File: src/rtl/btb_pkg.sv
// Shared types and sizing for the BTB update controller.
// Index extraction lives here so every user agrees on which PC bits select an entry.
package btb_pkg;

    localparam int BTB_SIZE   = 32;
    localparam int INDEX_BITS = $clog2(BTB_SIZE);
    localparam int FIFO_DEPTH = 4;

    typedef logic [INDEX_BITS-1:0] btb_idx_t;

    typedef struct packed {
        btb_idx_t    idx;
        logic [31:0] tgt;
    } btb_upd_t;

    typedef enum logic {
        IDLE,
        FLUSH
    } btb_ctrl_state_t;

    // Instructions are word aligned, so the index starts above the byte offset.
    function automatic btb_idx_t pc_to_idx(input logic [31:0] pc);
        return pc[INDEX_BITS+1:2];
    endfunction

endpackage

File: src/rtl/btb_upd_fifo.sv
// Pending-update queue between execute and the BTB write port.
// Pointers carry one extra wrap bit so full and empty are told apart without a counter.
module btb_upd_fifo
    import btb_pkg::*;
#(
    parameter int DEPTH = 4
) (
    input  logic     clk,
    input  logic     rstn,
    input  logic     push,
    input  btb_upd_t din,
    input  logic     pop,
    input  logic     clear,
    output btb_upd_t dout,
    output logic     full,
    output logic     empty
);

    localparam int AW = $clog2(DEPTH);
    localparam int PW = AW + 1;

    logic [PW-1:0] wr_ptr;
    logic [PW-1:0] rd_ptr;
    btb_upd_t      mem [DEPTH];

    logic do_push;
    logic do_pop;

    assign do_push = push && !full && !clear;
    assign do_pop  = pop && !empty && !clear;

    always_ff @(posedge clk or negedge rstn) begin
        if (!rstn) begin
            wr_ptr <= '0;
            rd_ptr <= '0;
        end else if (clear) begin
            wr_ptr <= '0;
            rd_ptr <= '0;
        end else begin
            if (do_push) wr_ptr <= wr_ptr + PW'(1);
            if (do_pop)  rd_ptr <= rd_ptr + PW'(1);
        end
    end

    // NOTE: storage is deliberately left out of reset; the pointers alone define what is valid.
    always_ff @(posedge clk) begin
        if (do_push) mem[wr_ptr[AW-1:0]] <= din;
    end

    assign dout  = mem[rd_ptr[AW-1:0]];
    assign empty = (wr_ptr == rd_ptr);
    assign full  = (wr_ptr[AW] != rd_ptr[AW]) && (wr_ptr[AW-1:0] == rd_ptr[AW-1:0]);

endmodule

File: src/rtl/btb_update_ctrl.sv
// Owns the single BTB write port: drains queued branch updates when fetch is idle
// and runs a full-array invalidate sweep on request.
module btb_update_ctrl
    import btb_pkg::*;
(
    input  logic                  clk,
    input  logic                  rstn,
    input  logic                  ex_valid,
    input  logic                  ex_taken,
    input  logic [31:0]           ex_pc,
    input  logic [31:0]           ex_target,
    output logic                  ex_ready,
    input  logic                  fetch_lookup,
    input  logic                  flush_req,
    output logic                  flush_busy,
    output logic                  btb_we,
    output logic [INDEX_BITS-1:0] btb_idx,
    output logic [31:0]           btb_tgt,
    output logic                  btb_vld,
    output logic [7:0]            drop_cnt
);

    btb_ctrl_state_t state;
    btb_idx_t        sweep_cnt;

    btb_upd_t fifo_din;
    btb_upd_t fifo_dout;
    logic     fifo_full;
    logic     fifo_empty;
    logic     fifo_push;
    logic     fifo_pop;
    logic     fifo_clear;
    logic     accept;
    logic     drop_evt;

    // Updates are only considered in IDLE and lose to a same-cycle flush request.
    assign accept     = ex_valid && ex_taken && (state == IDLE) && !flush_req;
    assign fifo_push  = accept && !fifo_full;
    assign drop_evt   = accept && fifo_full;
    assign fifo_pop   = (state == IDLE) && !fifo_empty && !fetch_lookup;
    assign fifo_clear = (state == IDLE) && flush_req;
    assign fifo_din   = '{idx: pc_to_idx(ex_pc), tgt: ex_target};

    btb_upd_fifo #(
        .DEPTH (FIFO_DEPTH)
    ) u_fifo (
        .clk   (clk),
        .rstn  (rstn),
        .push  (fifo_push),
        .din   (fifo_din),
        .pop   (fifo_pop),
        .clear (fifo_clear),
        .dout  (fifo_dout),
        .full  (fifo_full),
        .empty (fifo_empty)
    );

    always_ff @(posedge clk or negedge rstn) begin
        if (!rstn) begin
            state     <= IDLE;
            sweep_cnt <= '0;
        end else begin
            unique case (state)
                IDLE: begin
                    if (flush_req) begin
                        state     <= FLUSH;
                        sweep_cnt <= '0;
                    end
                end
                FLUSH: begin
                    if (flush_req) begin
                        sweep_cnt <= '0;
                    end else if (sweep_cnt == btb_idx_t'(BTB_SIZE - 1)) begin
                        state     <= IDLE;
                        sweep_cnt <= '0;
                    end else begin
                        sweep_cnt <= sweep_cnt + btb_idx_t'(1);
                    end
                end
                default: state <= IDLE;
            endcase
        end
    end

    always_ff @(posedge clk or negedge rstn) begin
        if (!rstn) begin
            drop_cnt <= '0;
        end else if (drop_evt && (drop_cnt != 8'hFF)) begin
            drop_cnt <= drop_cnt + 8'd1;
        end
    end

    // Write port follows the FIFO head combinationally so an update lands the cycle after it is queued.
    always_comb begin
        btb_we  = 1'b0;
        btb_idx = '0;
        btb_tgt = '0;
        btb_vld = 1'b0;
        unique case (state)
            IDLE: begin
                if (fifo_pop) begin
                    btb_we  = 1'b1;
                    btb_idx = fifo_dout.idx;
                    btb_tgt = fifo_dout.tgt;
                    btb_vld = 1'b1;
                end
            end
            FLUSH: begin
                btb_we  = 1'b1;
                btb_idx = sweep_cnt;
            end
            default: ;
        endcase
    end

    assign flush_busy = (state == FLUSH);
    assign ex_ready   = (state == IDLE) && !fifo_full;

endmodule

File: config.mk
export PLATFORM = sky130hd
export DESIGN_NAME = btb_update_ctrl
export DESIGN_NICKNAME = d
export VERILOG_FILES = /design/src/rtl/btb_pkg.sv /design/src/rtl/btb_upd_fifo.sv /design/src/rtl/btb_update_ctrl.sv
export SDC_FILE = /design/constraint.sdc
export NUM_CORES = 1
export LEC_CHECK = 0
export ABC_AREA = 1
export BUFFER_PORTS_ARGS = -buffer_cell sky130_fd_sc_hd__buf_2
export CORE_ASPECT_RATIO = 1.5
export CORE_UTILIZATION = 59
export DETAILED_ROUTE_END_ITERATION = 7
export PLACE_DENSITY = 0.83
export SLEW_MARGIN = 20
export SYNTH_ARGS = -nofsm -noshare
export SYNTH_HDL_FRONTEND = slang
export SYNTH_HIERARCHICAL = 1
export SYNTH_SLANG_ARGS = --single-unit
File: constraint.sdc
create_clock -name clk -period 9.4 [get_ports clk]
set_clock_uncertainty 0.2 [all_clocks]
set_input_delay 1.41 -clock clk [delete_from_list [all_inputs] [get_ports clk]]
set_output_delay 1.41 -clock clk [all_outputs]
set_load 0.02 [all_outputs]
-- Word level (Yosys, flattened, before mapping)
Memory sizes are Yosys's and may differ from the RTL's.
Cells that the tools add are included.
- output and inout port bits: 49
- register bits after elaboration: 20
- input port bits: 70
- memories: 1
- memory bits (writable): 148
- muxes and demuxes: 21
- bitwise gates (word level): 1
- equality and inequality tests: 6
- add/sub/neg operators: 4
- reductions and logical operators: 22
- memories (name ; words ; width ; rd ports ; clocked after Yosys merged registers in ; write ports ; line ; text):
    u_fifo.mem ; 4 ; 37 ; 1 ; 0 ; 1 ; btb_upd_fifo.sv:24 ; btb_upd_t mem [DEPTH];
- operators with widths (operator ; number):
    32-bit two-way mux ; 2
    5-bit two-way mux ; 4
    5-bit case mux with 2 select lines ; 2
    1-bit logical AND ; 15
    3-bit two-way mux ; 4
    8-bit by 1-bit adder with 8-bit output (second input constant) ; 1
    8-bit inequality test (second input constant) ; 1
    1-bit two-way mux ; 7
    3-bit by 1-bit adder with 3-bit output (second input constant) ; 2
    5-bit by 1-bit adder with 5-bit output (second input constant) ; 1
    5-bit equality test (second input constant) ; 1
    1-bit zero test ; 5
    1-bit case mux with 2 select lines ; 2
    2-bit nonzero test ; 2
    3-bit equality test ; 1
    2-bit equality test ; 1
    2-bit inequality test (second input constant) ; 1
    1-bit inequality test ; 1
    1-bit NOT ; 1

-- Depth between registers and ports, before layout
Gate-level depths: netlist of run 1.
- depth after elaboration: 8
- mapped depth: 11
- mapped depth without buffers: 11

-- Cells and area by module
Netlist of run 1, hierarchy kept.
- by module, submodules not included (module ; area each (µm²) ; cells an instance ; instances ; sequential area each (µm²)):
    btb_upd_fifo ; 5925.7 ; 421 ; 1 ; 4594.4
    btb_update_ctrl ; 1176.1 ; 195 ; 1 ; 350.3

-- Worst setup path before layout of run 1
OpenSTA, ideal clock, no wires.
- kind: in2reg
- from: input port flush_req
- to: memory u_fifo/mem[0][0] (netlist bit), enable pin
- path buffers: 0
- slack: 5.230 ns
- setup time: 0.431 ns
- arrival: 3.538 ns
- stages: 5
- cells stage by stage: nor2_8 nand3_2 nor2_1 nand3_2 nor2_1
- longest elaborated chain between the ends: 7
- ends and longest elaborated chain (element ; line ; text):
    from (decl) ; btb_update_ctrl.sv:14 ; input logic flush_req,
    1-bit zero test ; btb_update_ctrl.sv:37 ; assign accept = ex_valid && ex_taken && (state == IDLE) && !flush_req;
    1-bit logical AND ; btb_update_ctrl.sv:37 ;
    1-bit logical AND ; btb_update_ctrl.sv:38 ; assign fifo_push = accept && !fifo_full;
    named net fifo_push ; btb_update_ctrl.sv:30 ; logic fifo_push;
    1-bit logical AND (2 in series) ; btb_upd_fifo.sv:29 ; assign do_push = push && !full && !clear;
    1-bit two-way mux ; btb_upd_fifo.sv:47 ; if (do_push) mem[wr_ptr[AW-1:0]] <= din;
    1-bit two-way mux (implied by the code) ; btb_upd_fifo.sv:47 ;
    to (decl) ; btb_upd_fifo.sv:24 ;
The timed path passes the listed nets, and every way through them passes these cells.

==> flow_metrics.py, run 1 <==
metrics = {
    "setup_path": {
        "crit_required_ns": 7.79,
        "crit_path_top_delay_cell": "clkinv_2",
        "cp_cell_sequence": "buf_4 > clkinv_2 > o21ai_0 > o22ai_1 > inv_1 > nor2_1 > buf_2",
        "rrSetupSlack_ns": 5.89,
        "r2r-start": "u_fifo/rd_ptr[1]",
        "worstSetupStartpointType": "register",
        "cp_top_family": "buffers and inverters",
        "cp-startpoint": "u_fifo/rd_ptr[0]",
        "critPathBufInv": 4,
        "slowest_delay_ns": 0.98,
        "arrival_ns": 3.50,
        "critPathKind": "reg2out",
        "endpoint_kind": "output pin",
        "cp_max_fo": 78,
    },
    "timing": {
        "rsz0062_at_grt": "no",
        "tightest_slew_ns": 0.971,
        "finalHoldViolCount": 0,
        "max_freq_mhz": 196,
        "period_needed_ns": 5.11,
        "fin_tns_setup_ns": 0,
        "finalCritPeriodShare": 0.544,
        "worst_hold_slack_ns": 0.358,
        "drv_slew": 0,
        "finalSetupViolations": 0,
        "slew_headroom": 0.353,
    },
    "global_route": {
        "overflow": 0,
        "track_usage": 0.254,
        "grt_pass1_vias": 5071,
        "antenna_found_initial": 0,
        "grt_pass1_wl_mm": 23.8,
        "grt_max_degree": 79,
    },
    "logic_synthesis": {
        "async_flop_share": 0.119,
        "synth_area_sq_mm": 0.00710,
        "syn_inst": 616,
        "synth-seq-cells": 168,
        "synth_nets": 694,
        "seq_area_frac_synth": 0.696,
        "syn_avg_cell_area_sq_um": 11.5,
        "synth_enable_flop_cells": 148,
        "synth-main-ff-cell": "edfxtp_1",
        "synthDistinctLibCells": 27,
        "yosys_warnings": 6,
    },
    "min_path": {
        "hold_path_class": "reg2reg",
        "hp-start": "drop_cnt[7]",
    },
    "route": {
        "wl_mm": 15.1,
        "vias": 4992,
        "wl_per_cell_um": 17.5,
        "ant_nets": 0,
        "drt_pass1_iterations": 7,
        "routed_via_density": 5.76,
        "route.detailed.drc": 0,
        "drtIter0Drc": 369,
    },
    "power": {
        "irDropWorstVdd_mv": 0.164,
        "p_total_w": 0.00150,
        "p_leak_nw": 3.37,
        "power_density_mw_per_mm2": 182,
    },
    "layout": {
        "nFillCells": 759,
        "drive_gt1_frac": 0.209,
        "seq_area_sq_mm": 0.00495,
        "multi_input_area_sq_mm": 0.00181,
        "syn_to_final_growth_pct": 16.1,
        "final_common_cell": "edfxtp_1",
        "final_net_count": 781,
        "final_cell_mix": "edfxtp_1 (148), nor2_1 (116), buf_2 (91)",
    },
    "cts": {
        "cts-hold-fix-buffers": 0,
        "clkTransAtPathRegs_ns": 0.07,
        "cts-resized-gates": 0,
        "cts_buffers": 17,
        "worstSkewPairLatency_ns": 0.42,
        "cts_tree": "built",
        "cts_max_level": 4,
        "clock-sinks": 168,
        "clock_tree.buffer_depth": 2,
        "cts-root-buf": "clkbuf_16",
        "cts_setup_buffers": 0,
    },
    "placement": {
        "dpl.hpwl_mm": 8.51,
        "gp_congestion": 0.776,
        "portBuffers": 91,
    },
    "floorplanning": {
        "dieArea_sq_mm": 0.0125,
        "start_util": 0.613,
        "ioPinCount": 119,
        "rows": 48,
        "coreArea_sq_mm": 0.0116,
        "die-height_um": 136,
        "die_w_um": 91.6,
    },
    "status": {
        "status": "finished clean",
    },
    "job": {
        "maxCapViolations": 0,
    },
}
-- area by class of cell --
| cell class | instances | share of cell area |
|---|---|---|
| Sequential cell | 168 | 0.600 |
| Multi-Input combinational cell | 356 | 0.219 |
| Antenna cell | 1 | 0.000303 |
| Tap cell | 150 | 0.0228 |
| Timing Repair Buffer | 97 | 0.0607 |
| Inverter | 63 | 0.0288 |
| Clock inverter | 15 | 0.0171 |
| Clock buffer | 17 | 0.0516 |
-- stage by stage --
| stage | worst slack, ns | util | instances | cell area (sq um) |
|---|---|---|---|---|
| 6_report | 4.29 | 0.711 | 867 | 8250 |
| 5_1_grt | 4.00 | 0.711 | 866 | 8240 |
| 4_1_cts | 4.40 | 0.711 | 866 | 8240 |
| 3_5_place_dp | 4.84 | 0.662 | 834 | 7680 |
| 3_3_place_gp | 4.94 | 0.662 | 834 | 7680 |
| 2_1_floorplan | 5.23 | - | 616 | 7100 |
-- worst paths after layout --
| check | cells after the start | endpoint |
|---|---|---|
| worst max-delay path | 7 | btb_tgt[14] |
| worst min-delay path | 2 | drop_cnt[7] |
| worst max register to register | 10 | u_fifo/mem[2][3] |
| worst min register to register | 2 | drop_cnt[7] |
| max in group asynchronous | 1 | u_fifo/rd_ptr[0] |
| min in group asynchronous | 1 | drop_cnt[5] |
-- cell families after synthesis --
| logic type | Yosys count | synth area share |
|---|---|---|
| AND/OR/NAND/NOR | 217 | 0.130 |
| XOR/XNOR | 8 | 0.0125 |
| buffers and inverters | 92 | 0.0537 |
| AO/OA/AOI/OAI | 123 | 0.0936 |
| flip-flops | 168 | 0.696 |
| adder cells (fa/ha/maj) | 8 | 0.0141 |
-- tightest hold or removal path, stage by stage (launching register included) --
cell and delay, ns:
dfrtp_1 0.41, nand2_1 0.07, nand2_1 0.05
-- state kept, by name (all words and copies together) (netlist names) --
name	flops
sweep_cnt	5
u_fifo/wr_ptr	3
u_fifo/rd_ptr	3
flush_busy	1
drop_cnt	8
u_fifo/mem	148
-- power breakdown --
part           switching [W]  internal (W)  leakage [nW]
logic              0.0000142    0.00000874          1.49
registers         0.00000103      0.000812          1.60
clock network       0.000292      0.000371         0.282
total               0.000307       0.00119          3.37
-- synthesized netlist by cell type, types with 2 or more instances --
library cell | count | area (sq um)
edfxtp_1 | 148 | 4440
nor2_1 | 120 | 450
o21ai_0 | 81 | 405
nand2_1 | 67 | 251
inv_1 | 60 | 225
o22ai_1 | 39 | 244
dfrtp_1 | 20 | 500
buf_2 | 15 | 75.1
nand3_1 | 13 | 65.1
clkbuf_1 | 9 | 33.8
ha_1 | 8 | 100
nand4_1 | 6 | 37.5
nand3_2 | 4 | 40.0
xor2_1 | 4 | 35.0
inv_2 | 3 | 11.3
xnor2_1 | 3 | 26.3
buf_6 | 2 | 22.5
clkbuf_2 | 2 | 10.0
nand2_2 | 2 | 12.5
nor2_2 | 2 | 12.5
o21ai_1 | 2 | 10.0
-- layer usage --
metal,up-vias,GRT usage,part of all wire
li1,2303,-,-
met1,2434,0.288,0.37
met2,224,0.449,0.55
met3,31,0.0559,0.062
met4,0,0.131,0.020
met5,-,0,0
Note: power is estimated with default switching activity, not from simulation.
==> run 2, diff against run 1 <==
--- a/config.mk
+++ b/config.mk
@@ -8,9 +8,9 @@
 export ABC_AREA = 1
 export BUFFER_PORTS_ARGS = -buffer_cell sky130_fd_sc_hd__buf_2
 export CORE_ASPECT_RATIO = 1.5
-export CORE_UTILIZATION = 59
+export CORE_UTILIZATION = 56
 export DETAILED_ROUTE_END_ITERATION = 7
-export PLACE_DENSITY = 0.83
+export PLACE_DENSITY = 0.79
 export SLEW_MARGIN = 20
 export SYNTH_ARGS = -nofsm -noshare
 export SYNTH_HDL_FRONTEND = slang
==> constraint.sdc (replaced) <==
create_clock -name clk -period 5.4 [get_ports clk]
set_clock_uncertainty 0.2 [all_clocks]
set_input_delay 0.81 -clock clk [delete_from_list [all_inputs] [get_ports clk]]
set_output_delay 0.81 -clock clk [all_outputs]
set_load 0.02 [all_outputs]
==> run 2 against run 1 <==
Net effect: combinational power up 74%; die area increased by 5.3%; setup slack worse by 3.3 ns; critical endpoint is now btb_idx[1]; core utilization fell by 4.6 points; total power rose by 77%.
==> flow_metrics.py, run 2 (synthesis gave the netlist of run 1 again) <==
metrics = {
    "job": {
        "maxCapViolations": 0,
    },
    "route": {
        "drtIter0Drc": 313,
        "drt_pass1_iterations": 7,
        "vias": 4853,
        "wl_per_cell_um": 16.6,
        "ant_nets": 0,
        "wl_mm": 14.4,
        "route.detailed.drc": 0,
        "routed_via_density": 5.57,
    },
    "global_route": {
        "antenna_found_initial": 0,
        "grt_pass1_wl_mm": 22.6,
        "track_usage": 0.229,
        "grt_pass1_vias": 4931,
        "grt_max_degree": 76,
        "overflow": 0,
    },
    "layout": {
        "syn_to_final_growth_pct": 16.7,
        "final_common_cell": "edfxtp_1",
        "final_cell_mix": "edfxtp_1 (148), nor2_1 (116), buf_2 (91)",
        "drive_gt1_frac": 0.209,
        "final_net_count": 781,
        "antennaDiodeCount": 0,
        "nFillCells": 879,
        "largest_reg_flops": 148,
    },
    "setup_path": {
        "reg2reg_to": "u_fifo/mem[2][15]",
        "ff2ff_path_depth": 10,
        "arrival_ns": 3.37,
        "r2r-start": "u_fifo/rd_ptr[1]",
        "rrSetupSlack_ns": 1.86,
        "slowest_delay_ns": 0.62,
        "cp_common_cell": "nand2_1",
        "crit_path_top_delay_cell": "nand2_2",
        "worstSetupStartpointType": "register",
        "cp_cell_sequence": "buf_4 > inv_2 > nand2_1 > nand2_1 > nand3_2 > inv_1 > nor2_1 > nand2_2 > inv_2 > nand2_1 > o21ai_0 > buf_2",
        "endpoint_kind": "output pin",
        "critPathKind": "reg2out",
        "cp_max_fo": 41,
        "crit_required_ns": 4.39,
        "critPathBufInv": 5,
        "cp_top_family": "buffers and inverters",
    },
    "placement": {
        "dpl.hpwl_mm": 8.36,
        "portBuffers": 91,
        "dp_slack_ns": 1.46,
        "gp_congestion": 0.788,
    },
    "timing": {
        "rsz0062_at_grt": "no",
        "finalWorstSetupSlack_ns": 1.02,
        "period_needed_ns": 4.38,
        "fin_tns_setup_ns": 0,
        "slew_headroom": 0.357,
        "tightest_slew_ns": 0.964,
        "finalCritPeriodShare": 0.811,
        "finalHoldViolCount": 0,
        "max_freq_mhz": 228,
        "finalSetupViolations": 0,
        "drv_slew": 0,
    },
    "floorplanning": {
        "start_util": 0.570,
        "die_w_um": 94.0,
        "die-height_um": 140,
        "ioPinCount": 119,
        "rows": 50,
        "dieArea_sq_mm": 0.0131,
        "coreArea_sq_mm": 0.0124,
    },
    "cts": {
        "clock_tree.buffer_depth": 2,
        "worstSkewPairLatency_ns": 0.42,
        "cts_max_level": 4,
        "cts_buffers": 17,
        "cts-hold-fix-buffers": 0,
        "cts_setup_buffers": 0,
        "cts-resized-gates": 0,
        "clock-sinks": 168,
        "cts-root-buf": "clkbuf_16",
        "clkTransAtPathRegs_ns": 0.07,
        "cts_tree": "built",
    },
    "power": {
        "p_leak_nw": 3.38,
        "power_density_mw_per_mm2": 321,
        "p_total_w": 0.00266,
        "irDropWorstVdd_mv": 0.218,
    },
    "min_path": {
        "hold_path_class": "in2async",
    },
    "status": {
        "status": "finished clean",
    },
}
## run 2: cell count changes in the layout (fill, tap and decap cells not counted)
cell	previous run	this run
inv_8	2	5
clkinv_4	2	1
inv_6	5	4
diode_2	1	0
clkinv_2	5	2
clkinv_8	0	2
## run 2: metrics by stage
stage / utilization / hold slack [ns] / area, sq um / std cells
floorplan: - / 0.293 / 7100 / 616
global placement: 0.617 / 0.319 / 7680 / 840
detailed placement: 0.617 / 0.350 / 7680 / 840
CTS: 0.665 / 0.145 / 8280 / 872
global route: 0.666 / 0.161 / 8290 / 872
finish: 0.666 / 0.138 / 8290 / 872
## run 2: worst register-to-register path: cells and delay by family, from the launching register on
kind          cells  cell delay [ns]
flops             1             0.33
simple gates      6             1.18
buf+inv           4             1.44
## run 2: power by group
| group | internal (W) | leakage (nW) | switching, W | total (W) |
|---|---|---|---|---|
| clock | 0.000663 | 0.294 | 0.000539 | 0.00120 |
| combinational | 0.0000152 | 1.49 | 0.0000248 | 0.0000400 |
| sequential | 0.00141 | 1.60 | 0.00000190 | 0.00142 |
| total | 0.00209 | 3.38 | 0.000566 | 0.00266 |
## run 2: area by class of cell
cell class | count | area [sq um] | area share
flip-flops and latches | 168 | 4950 | 0.597
multi-input cells | 356 | 1810 | 0.218
repair buffers | 97 | 500 | 0.0604
clock buffers | 17 | 425 | 0.0513
inverters | 63 | 238 | 0.0287
well taps | 156 | 195 | 0.0236
clock inverters | 15 | 175 | 0.0211
## run 2: worst max path at each step
stage | depth (start not counted) | endpoint | slack, ns | start
4_1_cts | 12 | btb_idx[1] | 1.02 | u_fifo/rd_ptr[1]
2_1_floorplan | 5 | u_fifo/mem[0][0] | 1.83 | flush_req
6_report | 12 | btb_idx[1] | 1.02 | u_fifo/rd_ptr[1]
5_1_grt | 12 | btb_idx[1] | 0.77 | u_fifo/rd_ptr[1]
3_5_place_dp | 12 | btb_idx[1] | 1.46 | u_fifo/rd_ptr[1]
3_3_place_gp | 12 | btb_idx[1] | 1.46 | u_fifo/rd_ptr[1]
## run 2: metal layers
metal	vias up	track usage	wire (um)
met3	17	0.0489	837
met4	0	0.0947	229
met2	164	0.407	7680
met1	2371	0.264	5700
li1	2301	-	-
met5	-	0	0
==> run 3, diff against run 2 <==
--- a/config.mk
+++ b/config.mk
@@ -8,9 +8,9 @@
 export ABC_AREA = 1
 export BUFFER_PORTS_ARGS = -buffer_cell sky130_fd_sc_hd__buf_2
 export CORE_ASPECT_RATIO = 1.5
-export CORE_UTILIZATION = 56
+export CORE_UTILIZATION = 51
 export DETAILED_ROUTE_END_ITERATION = 7
-export PLACE_DENSITY = 0.79
+export PLACE_DENSITY = 0.76
 export SLEW_MARGIN = 20
 export SYNTH_ARGS = -nofsm -noshare
 export SYNTH_HDL_FRONTEND = slang
==> constraint.sdc (replaced) <==
create_clock -name clk -period 4 [get_ports clk]
set_clock_uncertainty 0.2 [all_clocks]
set_input_delay 0.6 -clock clk [delete_from_list [all_inputs] [get_ports clk]]
set_output_delay 0.6 -clock clk [all_outputs]
set_load 0.02 [all_outputs]
==> run 3 against run 2 <==
Net effect: critical endpoint is now btb_tgt[2]; sequential cell count did not move; the run now ends with DRC left; global-route usage is 1.2 points lower; routed wire length is 1.5% higher; total power rose by 33%; largest power group unchanged; final cell count is 1.6% higher; clock power up 30%.
==> flow_metrics.py, run 3 (synthesis gave the netlist of run 1 again) <==
metrics = {
    "timing": {
        "fin_tns_setup_ns": 0,
        "finalSetupViolations": 0,
        "tightest_slew_ns": 0.646,
        "period_needed_ns": 3.59,
        "slew_headroom": 0.569,
        "max_freq_mhz": 279,
        "finalHoldViolCount": 0,
        "finalCritPeriodShare": 0.897,
        "drv_slew": 0,
        "rsz0062_at_grt": "no",
    },
    "setup_path": {
        "crit_path_top_delay_cell": "dfrtp_1",
        "cp_cell_sequence": "inv_2 > nand2_1 > nand2_1 > nand3_2 > inv_1 > nor2_1 > nand2_2 > buf_4 > nor2_1 > buf_2",
        "crit_required_ns": 3.20,
        "arrival_ns": 2.79,
        "critPathKind": "reg2out",
        "worstSetupStartpointType": "register",
        "critPathBufInv": 4,
        "cp_top_family": "simple AND/OR/NAND/NOR gates",
        "cp_max_fo": 26,
        "slowest_delay_ns": 0.73,
        "endpoint_kind": "output pin",
    },
    "floorplanning": {
        "rows": 52,
        "dieArea_sq_mm": 0.0144,
        "die_w_um": 98.4,
        "die-height_um": 147,
        "ioPinCount": 119,
        "coreArea_sq_mm": 0.0135,
        "start_util": 0.525,
    },
    "global_route": {
        "antenna_found_initial": 2,
        "use_met3": 0.0474,
        "grt_max_degree": 40,
        "busiest_layer": "met2",
        "track_usage": 0.216,
        "grt_pass1_vias": 5091,
        "grt_pass1_wl_mm": 24.0,
        "grt_use_met1": 0.252,
        "overflow": 0,
        "met2_usage": 0.375,
    },
    "route": {
        "vias": 4848,
        "wl_per_cell_um": 16.5,
        "routed_via_density": 5.47,
        "wl_mm": 14.7,
        "drtIter0Drc": 313,
        "route.detailed.drc": 8,
        "drt_pass1_iterations": 7,
        "ant_nets": 0,
    },
    "power": {
        "p_leak_nw": 3.40,
        "power_density_mw_per_mm2": 422,
        "irDropWorstVdd_mv": 0.310,
        "p_total_w": 0.00352,
    },
    "layout": {
        "final_cell_mix": "edfxtp_1 (148), nor2_1 (116), buf_2 (91)",
        "stdcell_count": 886,
        "final_common_cell": "edfxtp_1",
        "syn_to_final_growth_pct": 17.5,
        "final_net_count": 787,
        "largest_reg_flops": 148,
        "drive_gt1_frac": 0.215,
    },
    "cts": {
        "cts_setup_buffers": 0,
        "clock_tree.buffer_depth": 2,
        "cts_tree": "built",
        "cts_buffers": 17,
        "clkTransAtPathRegs_ns": 0.07,
        "worstSkewPairLatency_ns": 0.42,
        "clock-sinks": 168,
        "cts_max_level": 4,
        "cts-resized-gates": 0,
        "cts-root-buf": "clkbuf_16",
    },
    "placement": {
        "portBuffers": 91,
        "dp.cells": 851,
        "dpl.hpwl_mm": 9.06,
        "gp_congestion": 0.784,
    },
    "min_path": {
        "hold_path_class": "in2reg",
    },
    "job": {
        "maxCapViolations": 0,
    },
    "status": {
        "status": "complete, but fails checks",
        "violations": "DRC",
    },
}
[run 3: metal layers]
layer	share of wire	vias up
met1	0.40	2348
li1	-	2320
met2	0.53	158
met5	0	-
met3	0.050	22
met4	0.018	0
[run 3: repair_timing]
item                       4_1_cts  5_1_grt
hold endpoints to repair        20        0
setup endpoints to repair        0        0
hold buffers                     1        0
[run 3: final timing paths]
check / from / to / slack (ns) / cells after the start
setup / recovery: u_fifo/rd_ptr[1] / btb_tgt[2] / 0.41 / 10
hold / removal: ex_target[21] / u_fifo/mem[3][21] / 0.19 / 1
setup reg to reg: u_fifo/rd_ptr[1] / u_fifo/mem[3][22] / 0.94 / 9
hold reg to reg: sweep_cnt[3] / sweep_cnt[3] / 0.35 / 2
max in group asynchronous: rstn / u_fifo/rd_ptr[0] / 2.77 / 2
min in group asynchronous: rstn / sweep_cnt[2] / 0.47 / 2
[run 3: cell type report]
type                       count  area, sq um
clock inverter                15          163
tap                          162          203
sequential                   168         4950
antenna                        2         5.00
inverter                      63          236
clock buffer                  17          425
multi-input combinational    356         1810
timing repair buffer         103          561
fill                        1081         5190
[run 3: power by group]
group | switching (W) | total, W | internal (W)
clock network | 0.000726 | 0.00156 | 0.000831
logic | 0.0000344 | 0.0000556 | 0.0000212
registers | 0.00000234 | 0.00191 | 0.00191
total | 0.000763 | 0.00352 | 0.00276
[run 3: per-stage QoR]
stage | cell area [sq um] | hold slack (ns) | setup slack, ns | util
6_report | 8340 | 0.186 | 0.413 | 0.617
3_3_place_gp | 7740 | 0.321 | 0.856 | 0.572
5_1_grt | 8340 | 0.171 | 0.135 | 0.617
2_1_floorplan | 7100 | 0.104 | 0.505 | -
4_1_cts | 8340 | 0.175 | 0.350 | 0.616
3_5_place_dp | 7740 | 0.341 | 0.813 | 0.572
